**src/rtl/fsub_seq_if.sv**
```systemverilog
// Handshake and operand/result bundle for the iterative single-precision subtractor.
// The controller side drives start/a/b and watches busy/done/y.
interface fsub_seq_if;
  logic        start;
  logic [31:0] a;
  logic [31:0] b;
  logic        busy;
  logic        done;
  logic [31:0] y;

  modport master (output start, a, b, input busy, done, y);
  modport slave  (input start, a, b, output busy, done, y);
endinterface

```
**src/rtl/fsub_seq.sv**
```systemverilog
// Iterative IEEE-754 single-precision y = a - b, truncating; alignment and
// normalization each move one bit per clock over a 27-bit hidden/fraction/G/R/S datapath.
module fsub_seq (
  input  logic      clk,
  input  logic      rst_n,
  fsub_seq_if.slave bus
);
  localparam logic [31:0] QNAN = 32'h7FC0_0000;

  typedef enum logic [2:0] {IDLE, UNPACK, ALIGN, ADD, NORM, PACK} state_t;
  state_t state, state_nx;

  logic [31:0]       a_r, b_r;
  logic              sx, eff_sub, spec;
  logic [31:0]       spec_val;
  logic signed [9:0] ex;
  logic [26:0]       mx, my;
  logic [4:0]        cnt;

  logic              sa, sb, a_big, up_special;
  logic [7:0]        ea, eb, ex_u, ey_u, ediff;
  logic [22:0]       fa, fb, fx, fy;
  logic [4:0]        up_d;
  logic [31:0]       up_val;
  logic [27:0]       sum;
  logic [26:0]       nrm_m;
  logic signed [9:0] nrm_e;

  // Right shift by one with the dropped bit folded into sticky.
  function automatic logic [26:0] shr_sticky(input logic [27:0] v);
    return {v[27:2], v[1] | v[0]};
  endfunction

  // Exponent saturation to infinity; truncation simply drops G/R/S.
  function automatic logic [31:0] pack_result(input logic s, input logic signed [9:0] e,
                                              input logic [22:0] f);
    if (e >= 10'sd255) return {s, 8'hFF, 23'h0};
    return {s, e[7:0], f};
  endfunction

  assign sa = a_r[31];
  assign sb = ~b_r[31];
  assign ea = a_r[30:23];
  assign eb = b_r[30:23];
  assign fa = a_r[22:0];
  assign fb = b_r[22:0];

  assign a_big = (a_r[30:0] >= b_r[30:0]);
  assign ex_u  = a_big ? ea : eb;
  assign ey_u  = a_big ? eb : ea;
  assign fx    = a_big ? fa : fb;
  assign fy    = a_big ? fb : fa;
  assign ediff = ex_u - ey_u;
  assign up_d  = (ediff > 8'd26) ? 5'd26 : ediff[4:0];

  always_comb begin
    up_special = 1'b1;
    up_val     = QNAN;
    if ((ea == 8'hFF && fa != 23'h0) || (eb == 8'hFF && fb != 23'h0))
      up_val = QNAN;
    else if (ea == 8'hFF && eb == 8'hFF)
      up_val = (sa == sb) ? {sa, 8'hFF, 23'h0} : QNAN;
    else if (ea == 8'hFF)
      up_val = {sa, 8'hFF, 23'h0};
    else if (eb == 8'hFF)
      up_val = {sb, 8'hFF, 23'h0};
    else if (ea == 8'h00 && eb == 8'h00)
      up_val = {sa & sb, 31'h0};
    else if (ea == 8'h00)
      up_val = {sb, b_r[30:0]};
    else if (eb == 8'h00)
      up_val = a_r;
    else
      up_special = 1'b0;
  end

  // X >= Y in magnitude, so the subtraction never borrows out of bit 27.
  assign sum   = eff_sub ? ({1'b0, mx} - {1'b0, my}) : ({1'b0, mx} + {1'b0, my});
  assign nrm_m = {mx[25:0], 1'b0};
  assign nrm_e = ex - 10'sd1;

  always_ff @(posedge clk or negedge rst_n) begin
    if (!rst_n) state <= IDLE;
    else        state <= state_nx;
  end

  always_comb begin
    state_nx = state;
    case (state)
      IDLE:   if (bus.start) state_nx = UNPACK;
      UNPACK: begin
        if (up_special)       state_nx = PACK;
        else if (up_d == 5'd0) state_nx = ADD;
        else                  state_nx = ALIGN;
      end
      ALIGN:  if (cnt == 5'd1) state_nx = ADD;
      ADD: begin
        if (sum == 28'd0 || sum[27] || sum[26]) state_nx = PACK;
        else                                    state_nx = NORM;
      end
      NORM:   if (nrm_e <= 10'sd0 || nrm_m[26]) state_nx = PACK;
      PACK:   state_nx = IDLE;
      default: state_nx = IDLE;
    endcase
  end

  always_ff @(posedge clk or negedge rst_n) begin
    if (!rst_n) begin
      bus.busy <= 1'b0;
      bus.done <= 1'b0;
      bus.y    <= 32'h0;
    end else begin
      bus.done <= (state == PACK);
      if (state == IDLE && bus.start) bus.busy <= 1'b1;
      else if (state == PACK)         bus.busy <= 1'b0;
      if (state == PACK)
        bus.y <= spec ? spec_val : pack_result(sx, ex, mx[25:3]);
    end
  end

  always_ff @(posedge clk) begin
    case (state)
      IDLE: if (bus.start) begin
        a_r <= bus.a;
        b_r <= bus.b;
      end
      UNPACK: begin
        spec     <= up_special;
        spec_val <= up_val;
        sx       <= a_big ? sa : sb;
        eff_sub  <= (sa != sb);
        ex       <= $signed({2'b00, ex_u});
        mx       <= {1'b1, fx, 3'b000};
        my       <= {1'b1, fy, 3'b000};
        cnt      <= up_d;
      end
      ALIGN: begin
        my  <= shr_sticky({1'b0, my});
        cnt <= cnt - 5'd1;
      end
      ADD: begin
        if (sum == 28'd0) begin
          spec     <= 1'b1;
          spec_val <= 32'h0;
        end else if (sum[27]) begin
          mx <= shr_sticky(sum);
          ex <= ex + 10'sd1;
        end else begin
          mx <= sum[26:0];
        end
      end
      NORM: begin
        mx <= nrm_m;
        ex <= nrm_e;
        if (nrm_e <= 10'sd0) begin
          spec     <= 1'b1;
          spec_val <= {sx, 31'h0};
        end
      end
      default: ;
    endcase
  end
endmodule
```
**src/flat_wrapper.sv**
```systemverilog
// flat-port wrapper written by rule: the top's interface ports become plain ports
module fsub_seq_flat 
  (clk, rst_n, bus_start, bus_a, bus_b, bus_busy, bus_done, bus_y);
  fsub_seq_if bus_i ();
  input  logic clk;
  input  logic rst_n;
  input wire logic [$bits(bus_i.start)-1:0] bus_start;
  input wire logic [$bits(bus_i.a)-1:0] bus_a;
  input wire logic [$bits(bus_i.b)-1:0] bus_b;
  output wire logic [$bits(bus_i.busy)-1:0] bus_busy;
  output wire logic [$bits(bus_i.done)-1:0] bus_done;
  output wire logic [$bits(bus_i.y)-1:0] bus_y;
  assign bus_i.start = bus_start;
  assign bus_i.a = bus_a;
  assign bus_i.b = bus_b;
  assign bus_busy = bus_i.busy;
  assign bus_done = bus_i.done;
  assign bus_y = bus_i.y;
  fsub_seq u_core (.clk(clk), .rst_n(rst_n), .bus(bus_i));
endmodule
```
**config.mk**
```make
export PLATFORM = sky130hd
export DESIGN_NAME = fsub_seq_flat
export DESIGN_NICKNAME = d
export VERILOG_FILES = /design/src/rtl/fsub_seq_if.sv /design/src/rtl/fsub_seq.sv /design/src/flat_wrapper.sv
export SDC_FILE = /design/constraint.sdc
export NUM_CORES = 1
export LEC_CHECK = 0
export ABC_AREA = 1
export BUFFER_PORTS_ARGS = -buffer_cell sky130_fd_sc_hd__buf_2
export CAP_MARGIN = 5
export CORE_MARGIN = 2
export CORE_UTILIZATION = 37
export CTS_BUF_LIST = sky130_fd_sc_hd__clkbuf_8
export DETAILED_ROUTE_END_ITERATION = 16
export PLACE_DENSITY = 0.63
export SETUP_SLACK_MARGIN = 0.05
export SLEW_MARGIN = 25
export SYNTH_ARGS = -nofsm -noshare
export SYNTH_HDL_FRONTEND = slang
export SYNTH_SLANG_ARGS = --single-unit
export TNS_END_PERCENT = 10
```
**constraint.sdc**
```tcl
create_clock -name clk -period 8.1 [get_ports clk]
set_clock_uncertainty 0.05 [all_clocks]
set_input_delay 0.405 -clock clk [delete_from_list [all_inputs] [get_ports clk]]
set_output_delay 0.405 -clock clk [all_outputs]
set_load 0.005 [all_outputs]
```
==> flow_summary.toml <==
[synth]
yosysWarnings = 0
ys_async_sr_fraction = 0.180
synth_flop_cell = "edfxtp_1"
synth.distinct_cells = 45
synth_edf_count = 168
syn_avg_cell_area_um2 = 8.25
syn-instance-count = 1595
ys_ff_latch = 205
synthesis.area_um2 = 13200
syn_nets = 1729
ys_seq_area_frac = 0.454

[clock_network]
cts_htree_levels = 2
post_cts_resized = 0
cts.path.max_buffers = 3
numCtsBuffers = 38
clk_latency_ns = 0.54
clk_pin_slew_ns = 0.07
hold_buffers = 61
cts_root_buffer = "clkbuf_8"
cts_sinks = 205
cts_tree = "done"
post_cts_buffers = 0

[routing]
detail_route.wl_per_cell_um = 19.3
vias = 12200
final_antenna_net_count = 0
dr.pass1.iters = 6
drcViolationCount = 0
drtIter0Drc = 1328
routed_wl_um = 43300
vias_per_cell = 5.47

[place]
portBuffers = 100
dp.cells = 2110
gp_congestion = 0.965
post_dp_cell_area_um2 = 14100
dp_hpwl_um = 32200

[sta]
hold_violations = 0
maxSlewHeadroom = 0.285
drv_slew = 0
fin_tns_setup_ns = 0
finalCriticalPeriod_ns = 5.73
fmax_mhz = 174
finalSetupViolations = 0
tightest_slew_ns = 1.07
period_share = 0.708
rsz0062_at_grt = "no"

[worst_setup_path]
crit_path_start_kind = "register"
critPathMaxStageDelay_ns = 0.58
critPathMostFrequentCell = "inv_1"
slowest_stage = "inv_1"
rr_startpoint = "u_core.my[0]"
crit_buf_inv = 6
r2r_slack_ns = 2.37
worstPathRequired_ns = 8.22
worst_ep_arrival_time_ns = 5.85
reg2regPathDepth = 26
crit_path_end_kind = "register"
path_delay_family = "simple AND/OR/NAND/NOR gates"
r2r-end = "u_core.ex[3]"
crit_type = "register to register"
path_max_fanout = 29

[min_path]
hold-path-cell-count = 1
min_to = "u_core.a_r[21]"
hold_path_class = "input pin to register"
hold_start = "bus_a[21]"

[die]
initial_core_util = 0.373
io_pins = 101
dieArea_um2 = 37100
core_um2 = 35300
fp-row-count = 69
die_h_um = 193
dieWidth_um = 193

[cells_and_area]
final_cells = 2240
final_common_cell = "nand2_1"
nets = 1886
diodes = 0
fill_cells = 3491
drive_gt1_frac = 0.110
stdcell_area_um2 = 15500
syn_to_final_growth_pct = 17.7
layout_common_cells = "nand2_1, inv_1, edfxtp_1"

[global_route]
grt_usage = 0.231
grt_antenna_before_repair = 1
grt_max_degree = 80
grt_pass1_vias = 11400
grt_pass1_wl_um = 64800
overflow = 0

[run]
maxCapViolCount = 0

[run_status]
run_status = "finished clean"
## per-layer routing
layer / routed length [um] / vias up / global-route usage
met1: 19800 / 5717 / 0.348
met5: 13 / - / 0
met2: 17800 / 603 / 0.330
met3: 4320 / 94 / 0.0427
met4: 1330 / 2 / 0.0752
li1: - / 5829 / -
## flip-flops by register name (all words and copies together) (netlist names), 3 cells and up
register         flops
u_core.a_r          32
u_core.b_r          32
u_core.bus.y        32
u_core.cnt           5
u_core.ex           10
u_core.mx           27
u_core.my           27
u_core.spec_val     32
u_core.state         3
## cells in the mapped netlist (4+ instances only)
cell type | count | area [um2]
xor2_1 | 46 | 403
nand3b_1 | 6 | 45.0
nor4_1 | 14 | 87.6
nor2_1 | 102 | 383
o221ai_1 | 16 | 140
inv_1 | 198 | 743
o211ai_1 | 15 | 113
a21oi_1 | 142 | 711
nand4_1 | 33 | 206
nand3_1 | 94 | 470
o22ai_1 | 5 | 31.3
a221oi_1 | 6 | 52.6
nand3_2 | 4 | 40.0
a2bb2oi_1 | 23 | 201
and2_1 | 5 | 31.3
edfxtp_1 | 168 | 5040
o21ai_0 | 125 | 626
clkbuf_1 | 50 | 188
buf_2 | 4 | 20.0
nand2_1 | 361 | 1360
nand2_2 | 7 | 43.8
xnor2_1 | 4 | 35.0
dfrtp_1 | 37 | 926
a21o_1 | 4 | 30.0
nor3_1 | 19 | 95.1
ha_1 | 66 | 826
a31oi_1 | 7 | 43.8
## worst reg2reg max path: stages, from the launching register on
cell and delay, ns:
edfxtp_1 0.40, inv_1 0.10, ha_1 0.19, nand3_1 0.11, nor2_1 0.10, nand2_1 0.08
nor3_1 0.21, nand2_1 0.11, nor3_1 0.36, inv_1 0.15, o21ai_0 0.31, nand2_1 0.13
nor2_1 0.11, a21oi_1 0.10, nor2_1 0.15, xor2_1 0.26, ha_1 0.23, inv_1 0.08
nor3_1 0.34, nand4_1 0.14, nand4_1 0.14, or2_1 0.11, nand2_1 0.05, buf_4 0.22
inv_1 0.58, o21ai_0 0.17, inv_1 0.40
## worst max-delay path by stage
stage / startpoint / endpoint / slack [ns] / cells after the start
after global placement: u_core.my[0] / u_core.spec_val[29] / 2.41 / 26
after detailed placement: u_core.my[0] / u_core.spec_val[26] / 2.27 / 26
final: u_core.my[0] / u_core.ex[3] / 2.37 / 26
after floorplan: u_core.my[0] / u_core.spec / 2.43 / 26
after global routing: u_core.my[0] / u_core.ex[3] / 1.99 / 26
after CTS: u_core.my[0] / u_core.spec / 2.22 / 26
## area by class of cell
class / count / area [um2] / area share
repair buffers: 174 / 1230 / 0.0795
multi-input cells: 1130 / 6230 / 0.402
clock buffers: 41 / 564 / 0.0364
clock inverters: 26 / 158 / 0.0102
flip-flops and latches: 205 / 5970 / 0.385
well taps: 461 / 577 / 0.0372
inverters: 203 / 762 / 0.0492
## cell families (layout without fill, tap and decap cells)
logic type      Yosys count  in the layout  share of synthesized area
buf+inv                 260            444                     0.0751
compound gates          355            355                      0.156
fa+ha+maj                67             67                     0.0643
flops                   205            205                      0.454
xor+xnor                 50             50                     0.0333
simple gates            658            658                      0.218
## stage by stage
stage	hold slack, ns	util	setup slack, ns
floorplan	0.0594	-	2.43
global placement	0.418	0.400	2.41
detailed placement	0.419	0.400	2.27
CTS	0.00196	0.438	2.22
global route	0.00694	0.439	1.99
finish	0.0155	0.439	2.37
Power is not shown: default switching activity piles up to over one toggle a cycle in this logic, so the estimate is an artifact.
